## src/rtl/fx_burst_master_if.sv

```systemverilog
// UART byte stream and fx bus signals for fx_burst_master.
// master = the burst master's view, slave = the environment (UART phys + fx slaves).
interface fx_burst_master_if #(
  parameter int unsigned ADDR_W = 22
);
  logic [7:0]        rx_data;
  logic              rx_vld;
  logic [7:0]        tx_data;
  logic              tx_vld;
  logic              tx_rdy;
  logic [ADDR_W-1:0] fx_waddr;
  logic              fx_wr;
  logic [7:0]        fx_data;
  logic [ADDR_W-1:0] fx_raddr;
  logic              fx_rd;
  logic [7:0]        fx_q;

  modport master (
    input  rx_data, rx_vld, tx_rdy, fx_q,
    output tx_data, tx_vld, fx_waddr, fx_wr, fx_data, fx_raddr, fx_rd
  );

  modport slave (
    output rx_data, rx_vld, tx_rdy, fx_q,
    input  tx_data, tx_vld, fx_waddr, fx_wr, fx_data, fx_raddr, fx_rd
  );
endinterface

```

## src/rtl/fx_burst_master.sv

```systemverilog
// Framed UART command decoder issuing single/burst fx bus writes and reads with
// auto-incrementing address, read-data return over valid/ready and inter-byte timeout.
module fx_burst_master #(
  parameter int unsigned ADDR_W     = 22,
  parameter int unsigned ADDR_BYTES = 3,
  parameter int unsigned RD_LAT     = 2,
  parameter int unsigned TIMEOUT_US = 1000
) (
  input  logic                 clk_sys,
  input  logic                 rst,
  input  logic                 pluse_us,
  fx_burst_master_if.master    bus,
  output logic                 busy,
  output logic                 frame_err,
  output logic [7:0]           err_cnt
);

  localparam int unsigned SH_W = ADDR_BYTES * 8;
  localparam int unsigned AB_W = $clog2(ADDR_BYTES + 1);
  localparam logic [7:0]  CmdWr = 8'h57;
  localparam logic [7:0]  CmdRd = 8'h52;

  typedef enum logic [2:0] {
    StIdle, StAddr, StLen, StWdata, StRdIssue, StRdWait, StRdSend
  } state_e;

  state_e            state_q, state_d;
  logic [SH_W-1:0]   addr_q, addr_d;
  logic [AB_W-1:0]   abyte_q, abyte_d;
  logic              is_rd_q, is_rd_d;
  logic [8:0]        rem_q, rem_d;
  logic [3:0]        lat_q, lat_d;
  logic [15:0]       tmo_q, tmo_d;
  logic [7:0]        tx_data_q, tx_data_d;
  logic              tx_vld_q, tx_vld_d;
  logic [ADDR_W-1:0] fx_waddr_q, fx_waddr_d;
  logic              fx_wr_q, fx_wr_d;
  logic [7:0]        fx_data_q, fx_data_d;
  logic [ADDR_W-1:0] fx_raddr_q, fx_raddr_d;
  logic              fx_rd_q, fx_rd_d;
  logic              busy_q, busy_d;
  logic              frame_err_q, frame_err_d;
  logic [7:0]        err_cnt_q, err_cnt_d;

  logic [ADDR_W-1:0] addr_cur, addr_inc;
  logic              tmo_active, expire;

  assign addr_cur   = addr_q[ADDR_W-1:0];
  assign addr_inc   = addr_cur + ADDR_W'(1);
  assign tmo_active = (state_q == StAddr) || (state_q == StLen) || (state_q == StWdata);

  always_comb begin
    state_d     = state_q;
    addr_d      = addr_q;
    abyte_d     = abyte_q;
    is_rd_d     = is_rd_q;
    rem_d       = rem_q;
    lat_d       = lat_q;
    tmo_d       = tmo_q;
    tx_data_d   = tx_data_q;
    tx_vld_d    = tx_vld_q;
    fx_waddr_d  = fx_waddr_q;
    fx_wr_d     = 1'b0;
    fx_data_d   = fx_data_q;
    fx_raddr_d  = fx_raddr_q;
    fx_rd_d     = 1'b0;
    frame_err_d = 1'b0;
    err_cnt_d   = err_cnt_q;
    expire      = 1'b0;

    // A received byte always beats a simultaneous timeout expiry.
    if (tmo_active) begin
      if (bus.rx_vld) begin
        tmo_d = '0;
      end else if (pluse_us) begin
        if (tmo_q == 16'(TIMEOUT_US - 1)) begin
          expire = 1'b1;
        end else begin
          tmo_d = tmo_q + 16'd1;
        end
      end
    end

    unique case (state_q)
      StIdle: begin
        tmo_d = '0;
        if (bus.rx_vld && (bus.rx_data == CmdWr || bus.rx_data == CmdRd)) begin
          is_rd_d = (bus.rx_data == CmdRd);
          abyte_d = '0;
          state_d = StAddr;
        end
      end
      StAddr: begin
        if (bus.rx_vld) begin
          addr_d  = (addr_q << 8) | SH_W'(bus.rx_data);
          abyte_d = abyte_q + AB_W'(1);
          if (abyte_q == AB_W'(ADDR_BYTES - 1)) state_d = StLen;
        end
      end
      StLen: begin
        if (bus.rx_vld) begin
          rem_d   = (bus.rx_data == 8'h00) ? 9'd256 : {1'b0, bus.rx_data};
          state_d = is_rd_q ? StRdIssue : StWdata;
        end
      end
      StWdata: begin
        if (bus.rx_vld) begin
          fx_wr_d    = 1'b1;
          fx_waddr_d = addr_cur;
          fx_data_d  = bus.rx_data;
          addr_d     = SH_W'(addr_inc);
          rem_d      = rem_q - 9'd1;
          if (rem_q == 9'd1) state_d = StIdle;
        end
      end
      StRdIssue: begin
        fx_rd_d    = 1'b1;
        fx_raddr_d = addr_cur;
        lat_d      = '0;
        state_d    = StRdWait;
      end
      StRdWait: begin
        // lat_q is 0 during the fx_rd cycle, so fx_q is valid when it reaches RD_LAT.
        if (lat_q == 4'(RD_LAT)) begin
          tx_data_d = bus.fx_q;
          tx_vld_d  = 1'b1;
          state_d   = StRdSend;
        end else begin
          lat_d = lat_q + 4'd1;
        end
      end
      StRdSend: begin
        if (tx_vld_q && bus.tx_rdy) begin
          tx_vld_d = 1'b0;
          addr_d   = SH_W'(addr_inc);
          rem_d    = rem_q - 9'd1;
          state_d  = (rem_q == 9'd1) ? StIdle : StRdIssue;
        end
      end
      default: state_d = StIdle;
    endcase

    if (expire) begin
      state_d     = StIdle;
      frame_err_d = 1'b1;
      if (err_cnt_q != 8'hFF) err_cnt_d = err_cnt_q + 8'd1;
    end

    busy_d = (state_d != StIdle);
  end

  always_ff @(posedge clk_sys or posedge rst) begin
    if (rst) begin
      state_q     <= StIdle;
      addr_q      <= '0;
      abyte_q     <= '0;
      is_rd_q     <= 1'b0;
      rem_q       <= '0;
      lat_q       <= '0;
      tmo_q       <= '0;
      tx_data_q   <= '0;
      tx_vld_q    <= 1'b0;
      fx_waddr_q  <= '0;
      fx_wr_q     <= 1'b0;
      fx_data_q   <= '0;
      fx_raddr_q  <= '0;
      fx_rd_q     <= 1'b0;
      busy_q      <= 1'b0;
      frame_err_q <= 1'b0;
      err_cnt_q   <= '0;
    end else begin
      state_q     <= state_d;
      addr_q      <= addr_d;
      abyte_q     <= abyte_d;
      is_rd_q     <= is_rd_d;
      rem_q       <= rem_d;
      lat_q       <= lat_d;
      tmo_q       <= tmo_d;
      tx_data_q   <= tx_data_d;
      tx_vld_q    <= tx_vld_d;
      fx_waddr_q  <= fx_waddr_d;
      fx_wr_q     <= fx_wr_d;
      fx_data_q   <= fx_data_d;
      fx_raddr_q  <= fx_raddr_d;
      fx_rd_q     <= fx_rd_d;
      busy_q      <= busy_d;
      frame_err_q <= frame_err_d;
      err_cnt_q   <= err_cnt_d;
    end
  end

  assign bus.tx_data  = tx_data_q;
  assign bus.tx_vld   = tx_vld_q;
  assign bus.fx_waddr = fx_waddr_q;
  assign bus.fx_wr    = fx_wr_q;
  assign bus.fx_data  = fx_data_q;
  assign bus.fx_raddr = fx_raddr_q;
  assign bus.fx_rd    = fx_rd_q;
  assign busy         = busy_q;
  assign frame_err    = frame_err_q;
  assign err_cnt      = err_cnt_q;

endmodule

```

## src/flat_wrapper.sv

```systemverilog
// flat-port wrapper written by rule: the top's interface ports become plain ports
module fx_burst_master_flat 
#(
  parameter int unsigned ADDR_W     = 22,
  parameter int unsigned ADDR_BYTES = 3,
  parameter int unsigned RD_LAT     = 2,
  parameter int unsigned TIMEOUT_US = 1000
)
  (clk_sys, rst, pluse_us, busy, frame_err, err_cnt, bus_rx_data, bus_rx_vld, bus_tx_rdy, bus_fx_q, bus_tx_data, bus_tx_vld, bus_fx_waddr, bus_fx_wr, bus_fx_data, bus_fx_raddr, bus_fx_rd);
  fx_burst_master_if #(.ADDR_W(ADDR_W)) bus_i ();
  input  logic clk_sys;
  input  logic rst;
  input  logic pluse_us;
  output logic busy;
  output logic frame_err;
  output logic [7:0] err_cnt;
  input wire logic [$bits(bus_i.rx_data)-1:0] bus_rx_data;
  input wire logic [$bits(bus_i.rx_vld)-1:0] bus_rx_vld;
  input wire logic [$bits(bus_i.tx_rdy)-1:0] bus_tx_rdy;
  input wire logic [$bits(bus_i.fx_q)-1:0] bus_fx_q;
  output wire logic [$bits(bus_i.tx_data)-1:0] bus_tx_data;
  output wire logic [$bits(bus_i.tx_vld)-1:0] bus_tx_vld;
  output wire logic [$bits(bus_i.fx_waddr)-1:0] bus_fx_waddr;
  output wire logic [$bits(bus_i.fx_wr)-1:0] bus_fx_wr;
  output wire logic [$bits(bus_i.fx_data)-1:0] bus_fx_data;
  output wire logic [$bits(bus_i.fx_raddr)-1:0] bus_fx_raddr;
  output wire logic [$bits(bus_i.fx_rd)-1:0] bus_fx_rd;
  assign bus_i.rx_data = bus_rx_data;
  assign bus_i.rx_vld = bus_rx_vld;
  assign bus_i.tx_rdy = bus_tx_rdy;
  assign bus_i.fx_q = bus_fx_q;
  assign bus_tx_data = bus_i.tx_data;
  assign bus_tx_vld = bus_i.tx_vld;
  assign bus_fx_waddr = bus_i.fx_waddr;
  assign bus_fx_wr = bus_i.fx_wr;
  assign bus_fx_data = bus_i.fx_data;
  assign bus_fx_raddr = bus_i.fx_raddr;
  assign bus_fx_rd = bus_i.fx_rd;
  fx_burst_master #(.ADDR_W(ADDR_W), .ADDR_BYTES(ADDR_BYTES), .RD_LAT(RD_LAT), .TIMEOUT_US(TIMEOUT_US)) u_core (.clk_sys(clk_sys), .rst(rst), .pluse_us(pluse_us), .bus(bus_i), .busy(busy), .frame_err(frame_err), .err_cnt(err_cnt));
endmodule
```

## config.mk

```make
export PLATFORM = sky130hd
export DESIGN_NAME = fx_burst_master_flat
export DESIGN_NICKNAME = d
export VERILOG_FILES = /design/src/rtl/fx_burst_master_if.sv /design/src/rtl/fx_burst_master.sv /design/src/flat_wrapper.sv
export SDC_FILE = /design/constraint.sdc
export NUM_CORES = 1
export LEC_CHECK = 0
export CORE_ASPECT_RATIO = 1.1
export CORE_MARGIN = 10
export CORE_UTILIZATION = 54
export CTS_CLUSTER_SIZE = 10
export DETAILED_ROUTE_END_ITERATION = 7
export PLACE_DENSITY = 0.8
export SLEW_MARGIN = 5
export SYNTH_ARGS = -nofsm -noshare
export SYNTH_HDL_FRONTEND = slang
export SYNTH_SLANG_ARGS = --single-unit
export TNS_END_PERCENT = 30
```

## constraint.sdc

```tcl
create_clock -name clk_sys -period 4.7 [get_ports clk_sys]
set_input_delay 0.47 -clock clk_sys [delete_from_list [all_inputs] [get_ports clk_sys]]
set_output_delay 0.47 -clock clk_sys [all_outputs]
set_load 0.02 [all_outputs]
```

==> After elaboration in Yosys (flattened, before gate mapping) <==
Cells that the tools add are included.
{ "classes": {"n_eq_ne": 21, "reduce_logical": 25, "n_mux": 42, "n_div": 0, "add_sub_neg": 6, "multipliers": 0, "shifts": 0, "bitwise_logic": 1, "n_lt_le_gt_ge": 0} }
{ "ops": {"columns": ["op", "count"], "rows": [
  ["$mux 16", 5],
  ["$mux 22", 3],
  ["$pmux 22 s3", 1],
  ["$mux 9", 4],
  ["$mux 3", 11],
  ["$pmux 9 s3", 1],
  ["$add 22x1->22 const B", 1],
  ["$or 22x8->22", 1],
  ["$pmux 3 s7", 1],
  ["$add 16x1->16 const B", 1],
  ["$eq 16x10->1 const B", 1],
  ["$eq 8x7->1 const B", 2],
  ["$reduce_bool 3->1", 4],
  ["$mux 1", 10],
  ["$reduce_and 2->1", 5],
  ["$eq 3x3->1 const B", 3],
  ["$eq 9x1->1 const B", 1],
  ["$reduce_and 3->1", 3],
  ["$sub 9x1->9 const B", 1],
  ["$add 8x1->8 const B", 1],
  ["$logic_not 8->1", 1],
  ["$ne 2x2->1 const B", 4],
  ["$ne 8x8->1 const B", 1],
  ["$pmux 4 s2", 1],
  ["17 further kinds", 28]
]} }
{ "word_totals": {"mem_bits_rw": 0, "latch_bits": 0, "regBits": 130, "memories": 0, "elab_cells": 112, "romBits": 0, "output_inout_bits": 73} }

==> Longest topological paths before layout <==
Gate-level depths: netlist of run 1.
{ "depth": {"ltp_word": 7, "depth_mapped": 8, "ltp_nobuf": 7} }

==> Worst setup path before layout of run 1 <==
OpenSTA, ideal clock, no wires.
{ "synth_timing": {"path_type": "input to register", "start": "input bus_rx_vld", "end": "register u_core.err_cnt_q[1] (netlist: u_core.err_cnt[1])", "path_slack_ns": 2.839, "t_arrival_ns": 1.736, "stages": 4, "required_time_ns": 4.575, "setup_ns": 0.125, "cell_sequence": "buf_4 or3_4 a311oi_4 mux2_2"} }
{ "synth_via": {"elab_chain_len": 3} }
{ "synth_lines": {"columns": ["item", "line_no", "source"], "rows": [
  ["start: declaration", "flat_wrapper.sv:18", "input wire logic [$bits(bus_i.rx_vld)-1:0] bus_rx_vld;"],
  ["$mux 1", "fx_burst_master.sv:73", "if (bus.rx_vld) begin"],
  ["$mux 1", "fx_burst_master.sv:72", "if (tmo_active) begin"],
  ["$reduce_and 2->1 (no line)", null, null],
  ["end signal: assignment", "fx_burst_master.sv:188", "err_cnt_q <= err_cnt_d;"],
  ["end: declaration", "fx_burst_master.sv:43", "logic [7:0] err_cnt_q, err_cnt_d;"]
]} }
Every way passes these cells.
A chain may end at the register's enable or synchronous reset.

==> Worst setup path after layout of run 1 <==
{ "layout_timing": {"start": "register u_core.state_q[0]", "end": "register u_core.addr_q[15]"} }
{ "layout_via": {"elab_chain_len": 3, "elab_cells_between_ends": 9, "cone_classes": "eq/ne: 6; mux: 1; reduce/logical: 2"} }
{ "layout_lines": {"columns": ["item", "line_no", "source"], "rows": [
  ["start: declaration", "fx_burst_master.sv:27", "state_e state_q, state_d;"],
  ["start signal: assignment", "fx_burst_master.sv:154", "state_q <= StIdle;"],
  ["start signal: assignment", "fx_burst_master.sv:172", "state_q <= state_d;"],
  ["$eq 3x1->1 (tied with other cells)", "fx_burst_master.sv:84", "unique case (state_q)"],
  ["$ne 2x2->1 (no line) (tied with other cells)", null, null],
  ["$reduce_and 4->1 (no line)", null, null],
  ["end signal: assignment", "fx_burst_master.sv:173", "addr_q <= addr_d;"],
  ["end: declaration", "fx_burst_master.sv:28", "logic [SH_W-1:0] addr_q, addr_d;"]
]} }
Several ways; a longest one is shown, not always the timed one.

==> results of run 1 <==
==> power breakdown <==
part           total [uW]  switching (uW)  leakage [uW]  internal [uW]
Combinational        2040            1040       0.00149            996
Sequential           1950             432       0.00164           1520
Clock                1330             475      0.000292            855
==> cell usage in the layout (no fill, tap or decap), types with 3 or more instances in the layout <==
cell type	count
dfrtp_1	130
clkdlybuf4s50_1	93
mux2_2	61
nand2_1	47
nor2_1	43
o21ai_0	34
a21oi_1	27
nand3_1	26
nand4_1	17
clkbuf_16	17
xor2_1	14
inv_1	14
and3_1	10
ha_1	8
nor3_1	7
a31oi_1	7
xnor2_1	7
buf_4	7
nor2b_1	6
o22ai_1	6
clkinv_2	6
a2bb2oi_1	5
o21a_1	4
o22a_1	4
and2_1	3
or3b_2	3
nor4_1	3
and4_1	3
a32oi_1	3
o2bb2a_1	3
bufinv_16	3
==> through the flow <==
stage | hold slack, ns | utilization (%) | std cells | setup WS (ns)
2_1_floorplan | 0.459 | - | 580 | 0.761
3_3_place_gp | 0.472 | 63.7 | 797 | 1.82
4_1_cts | 0.500 | 68.9 | 829 | 2.00
5_1_grt | 0.513 | 68.9 | 829 | 1.77
6_report | 0.497 | 68.9 | 829 | 1.95
3_5_place_dp | 0.488 | 63.7 | 797 | 1.69
==> routing by layer <==
layer / global-route usage (%) / vias to the layer above / wire, um
met5: 0 / - / 0
met1: 21.7 / 2418 / 5940
li1: - / 2275 / -
met3: 6.00 / 32 / 980
met2: 32.0 / 138 / 7920
met4: 7.93 / 0 / 374
==> layout make-up <==
| cell class | instances | area, um2 | share of cell area [%] |
|---|---|---|---|
| clock buffer | 21 | 460 | 5.84 |
| tap | 150 | 188 | 2.38 |
| timing repair buffer | 100 | 983 | 12.5 |
| multi-input combinational | 402 | 2800 | 35.5 |
| inverter | 15 | 58.8 | 0.747 |
| clock inverter | 11 | 135 | 1.72 |
| sequential | 130 | 3250 | 41.3 |
==> cell families (layout without fill, tap and decap cells) <==
logic type	Yosys count	in the layout	share of synthesized area, %
muxes	61	61	11.0
DFF	130	130	51.9
adders and majority gates	8	8	1.60
AOI/OAI and AO/OA	120	120	12.7
buffers and inverters	48	147	3.49
and+or+nand+nor	192	192	16.4
xor gates and xnor gates	21	21	2.93
==> worst paths after layout <==
path	slack (ns)	to	depth (start not counted)	startpoint
worst max-delay path	1.95	u_core.addr_q[15]$_DFFE_PP0P_	6	u_core.state_q[0]$_DFF_PP0_
worst min-delay path	0.50	u_core.bus.fx_data[2]$_DFFE_PP0P_	2	u_core.bus.fx_data[2]$_DFFE_PP0P_
worst max register to register	1.95	u_core.addr_q[15]$_DFFE_PP0P_	6	u_core.state_q[0]$_DFF_PP0_
worst min register to register	0.50	u_core.bus.fx_data[2]$_DFFE_PP0P_	2	u_core.bus.fx_data[2]$_DFFE_PP0P_
max in group asynchronous	3.19	u_core.tmo_q[5]$_DFFE_PP0P_	3	rst
min in group asynchronous	0.57	u_core.rem_q[5]$_DFFE_PP0P_	2	rst
==> sequential cells by signal, summed over array words and instances (netlist names) <==
name,flops
u_core.bus.fx_raddr,22
u_core.is_rd_q,1
u_core.frame_err,1
u_core.bus.fx_waddr,22
u_core.lat_q,4
u_core.tmo_q,16
u_core.bus.tx_data,8
u_core.bus.tx_vld,1
u_core.busy,1
u_core.addr_q,22
u_core.bus.fx_data,8
u_core.err_cnt,8
u_core.abyte_q,2
u_core.bus.fx_wr,1
u_core.state_q,3
u_core.rem_q,9
u_core.bus.fx_rd,1
==> worst reg2reg max path, stage by stage, from the launching register on <==
cell and delay (ns):
dfrtp_1 0.68, xor2_1 0.25, and2_1 0.93, buf_4 0.37, nand2_1 0.07, o22ai_1 0.11
o2bb2a_1 0.23
==> flow_summary.ini, run 1 <==
[placed_design]
placed_cell_area_um2 = 7280
place_hpwl_mm = 10.3
numPortBuffers = 93
place_congestion = 0.871

[synth]
yosysMostFrequentCell = dfrtp_1
avgSynthCellArea_um2 = 10.8
synth_area_um2 = 6270
ys_ff_latch = 130
synthArstFlopShare_pct = 100
synthCells = 580
yosys-top-cells-count = 130 x dfrtp_1, 61 x mux2_2, 47 x nand2_1
ys_seq_area_share_pct = 51.9
synth_ff_type = dfrtp_1
synth_cell_types = 66
synth_edf_count = 0
syn_nets = 609
ys_warn_count = 0
synth_top_area_share_pct = 51.9
synthTopCellsByArea = dfrtp_1 52%, mux2_2 11%, nand2_1 2.8%, o21ai_0 2.7%, nor2_1 2.6%
yosysTopAreaCell = dfrtp_1

[die]
die-area_um2 = 16300
start_util_pct = 54.8
core_um2 = 11400
die_y_um = 133
die_x_um = 123
io-pin-count = 94
rows = 41

[worst_setup_path]
critPathMaxFanout = 34
critPathKind = flip-flop to flip-flop
cp.buffers_inverters = 1
critPathRequiredTime_ns = 5.01
cpMaxStageDelayCell = and2_1
critPathLaunchType = flip-flop
worstPathCellList = xor2_1 > and2_1 > buf_4 > nand2_1 > o22ai_1 > o2bb2a_1
cp-end-kind = flip-flop
critPathMaxStageDelay_ns = 0.93
arrival_ns = 3.06
crit_family = simple AND/OR/NAND/NOR gates

[outcome]
status = completed

[timing]
min_period_ns = 2.75
rsz0062_at_grt = false
fin_setup_tns_ns = 0
hold_viol_final = 0
fmax_mhz = 363
skew_ns = 0.00898
finalCritPeriodShare_pct = 58.6
drv_slew = 0
max-slew-margin-rel_pct = 23.1
setup_violations = 0
worst_slew_pin_slew_ns = 1.15

[layout]
antenna_cells = 0
design_area_um2 = 7880
n_fill_cell = 837
area_delta_synth_final_pct = 25.6
drive_gt1_share_pct = 17.1
nets = 695

[global_routing]
grt_start_max_net_pins = 69
antenna_found_initial = 0
grt_pass1_vias = 4913
grt_use_total_pct = 19.0
overflow = 0
grt_pass1_wl_mm = 25.0

[hold_path]
hold_path_class = flip-flop to flip-flop

[detailed_routing]
drt_iter0_markers = 495
finalWirelength_mm = 15.2
drc = 0
ant_nets = 0
wl_per_cell_um = 18.4
vias = 4863
viasPerCell = 5.87
dr.pass1.iters = 5

[pwr]
power.leakage_uw = 0.00342
powerDensity_nw_per_um2 = 675
p_total_uw = 5320
peakVddDrop_uv = 369

[clock_tree]
cts.clk_slew.worst_paths_ns = 0.06
ctsResizeCount = 0
h-tree-depth = 4
cts_max_path_buffers = 2
clock_sinks = 130
clkLatencyLatePin_ns = 0.43
cts_buffers = 17
cts_tree = done
cts_hold_buf = 0
clockRootBuffer = clkbuf_16
post-cts-setup-buffers = 0

[run]
drv_cap = 0
Power figures use the tool's default switching activity.
==> run 2: changes to the inputs <==
==> constraint.sdc (replaced) <==
create_clock -name clk_sys -period 2.85 [get_ports clk_sys]
set_input_delay 0.285 -clock clk_sys [delete_from_list [all_inputs] [get_ports clk_sys]]
set_output_delay 0.285 -clock clk_sys [all_outputs]
set_load 0.02 [all_outputs]
==> flow_summary.ini, run 2 (synthesis gave the netlist of run 1 again) <==
[layout]
nets = 701
final_cell_mix = 130 x dfrtp_1, 93 x clkdlybuf4s50_1, 61 x mux2_2, 47 x nand2_1, 43 x nor2_1
area_delta_synth_final_pct = 26.3
drive_gt1_share_pct = 17.4
n_fill_cell = 836
seqCellArea_um2 = 3250
mostFrequentLayoutCell = dfrtp_1
multi_input_area_um2 = 2800
antenna_cells = 0

[placed_design]
numPortBuffers = 93
place_congestion = 0.863
place_hpwl_mm = 10.9

[timing]
fmax_mhz = 468
max-slew-margin-rel_pct = 62.5
fin_setup_tns_ns = 0
drv_slew = 0
min_period_ns = 2.14
worst_slew_pin_slew_ns = 0.557
hold_viol_final = 0
rsz0062_at_grt = false
setup_violations = 0
skew_ns = 0.00966
finalCritPeriodShare_pct = 74.9

[pwr]
power.leakage_uw = 0.00344
p_total_uw = 8710
peakVddDrop_uv = 653
powerDensity_nw_per_um2 = 1100

[global_routing]
grt_use_total_pct = 19.1
grt_pass1_wl_mm = 25.4
antenna_found_initial = 0
overflow = 0
grt_pass1_vias = 5025
grt_start_max_net_pins = 44

[hold_path]
hold_path_class = input port to async pin

[clock_tree]
post-cts-setup-buffers = 0
cts_max_path_buffers = 2
cts_hold_buf = 0
cts_buffers = 17
clockRootBuffer = clkbuf_16
clkLatencyLatePin_ns = 0.41
h-tree-depth = 4
clock_sinks = 130
cts.clk_slew.worst_paths_ns = 0.06
ctsResizeCount = 0
cts_tree = done

[detailed_routing]
wl_per_cell_um = 18.4
drc = 0
ant_nets = 0
drt_iter0_markers = 378
finalWirelength_mm = 15.3
dr.pass1.iters = 5
viasPerCell = 5.95
vias = 4952

[worst_setup_path]
arrival_ns = 2.42
cpMaxStageDelayCell = or3b_2
critPathLaunchType = flip-flop
cp-end-kind = flip-flop
r2r_cells = 7
cpMostUsedCell = o21ai_0
critPathMaxStageDelay_ns = 0.47
worstPathCellList = inv_1 > ha_1 > or3b_2 > o21ai_0 > o21ai_0 > nor3b_1 > o21bai_1
r2r-start = u_core.lat_q[0]$_DFFE_PP0P_
rrSetupSlack_ns = 0.71
r2r-end = u_core.busy$_DFF_PP0_
critPathRequiredTime_ns = 3.13
critPathMaxFanout = 5
critPathKind = flip-flop to flip-flop

[die]
io-pin-count = 94
core_um2 = 11400
die_y_um = 133
die-area_um2 = 16300
die_x_um = 123
rows = 41
start_util_pct = 54.8

[run]
drv_cap = 0

[outcome]
status = completed
## run 2: cell count changes in the layout (fill, tap and decap cells not counted), sizes merged
cell,before,now
buf,7,13
bufinv,3,1
clkbuf,21,24
clkinv,6,3
inv,15,14
## run 2: power by group
part	leakage, uW	internal [uW]	switching [uW]
Sequential	0.00164	2500	697
Combinational	0.00152	1690	1790
Clock	0.000274	1290	739
Total	0.00344	5480	3230
## run 2: per-layer routing
layer | global-route usage, % | part of all wire [%] | vias to the layer above
met4 | 7.47 | 2.4 | 0
li1 | - | - | 2292
met5 | 0 | 0 | -
met3 | 5.36 | 6.4 | 33
met1 | 21.4 | 39 | 2445
met2 | 33.3 | 52 | 182
## run 2: worst max-delay path by stage
| stage | from | end | slack, ns | cells after the start |
|---|---|---|---|---|
| detailed placement | bus_rx_vld | u_core.err_cnt[1]$_DFFE_PP0P_ | 0.60 | 4 |
| global placement | bus_rx_vld | u_core.err_cnt[1]$_DFFE_PP0P_ | 0.68 | 4 |
| floorplan | rst | u_core.abyte_q[0]$_DFFE_PP0P_ | 0.96 | 1 |
| global route | u_core.rem_q[0]$_DFFE_PP0P_ | u_core.rem_q[8]$_DFFE_PP0P_ | 0.60 | 7 |
| finish | u_core.lat_q[0]$_DFFE_PP0P_ | u_core.busy$_DFF_PP0_ | 0.71 | 7 |
| CTS | u_core.state_q[2]$_DFF_PP0_ | u_core.err_cnt[1]$_DFFE_PP0P_ | 0.75 | 5 |
## run 2: cell type report
cell class	instances	share of cell area (%)
Inverter	15	0.758
Timing Repair Buffer	106	13.5
Multi-Input combinational cell	402	35.3
Sequential cell	130	41.1
Tap cell	150	2.37
Clock buffer	24	6.33
Clock inverter	5	0.664
## run 2: critical path: cells and delay by family (launching register included)
family          cells  cell delay, ns
simple gates        2            0.80
buf+inv             1            0.08
fa+ha+maj           1            0.15
compound gates      3            0.56
flops               1            0.42
## run 2: per-stage QoR
stage | setup slack [ns] | instances | util, % | hold slack [ns] | instance area (um2)
CTS | 0.753 | 832 | 69.2 | 0.170 | 7920
global route | 0.604 | 832 | 69.2 | 0.183 | 7920
finish | 0.715 | 832 | 69.2 | 0.172 | 7920
global placement | 0.679 | 803 | 64.4 | 0.470 | 7370
floorplan | 0.956 | 580 | - | 0.393 | 6270
detailed placement | 0.603 | 803 | 64.4 | 0.481 | 7370
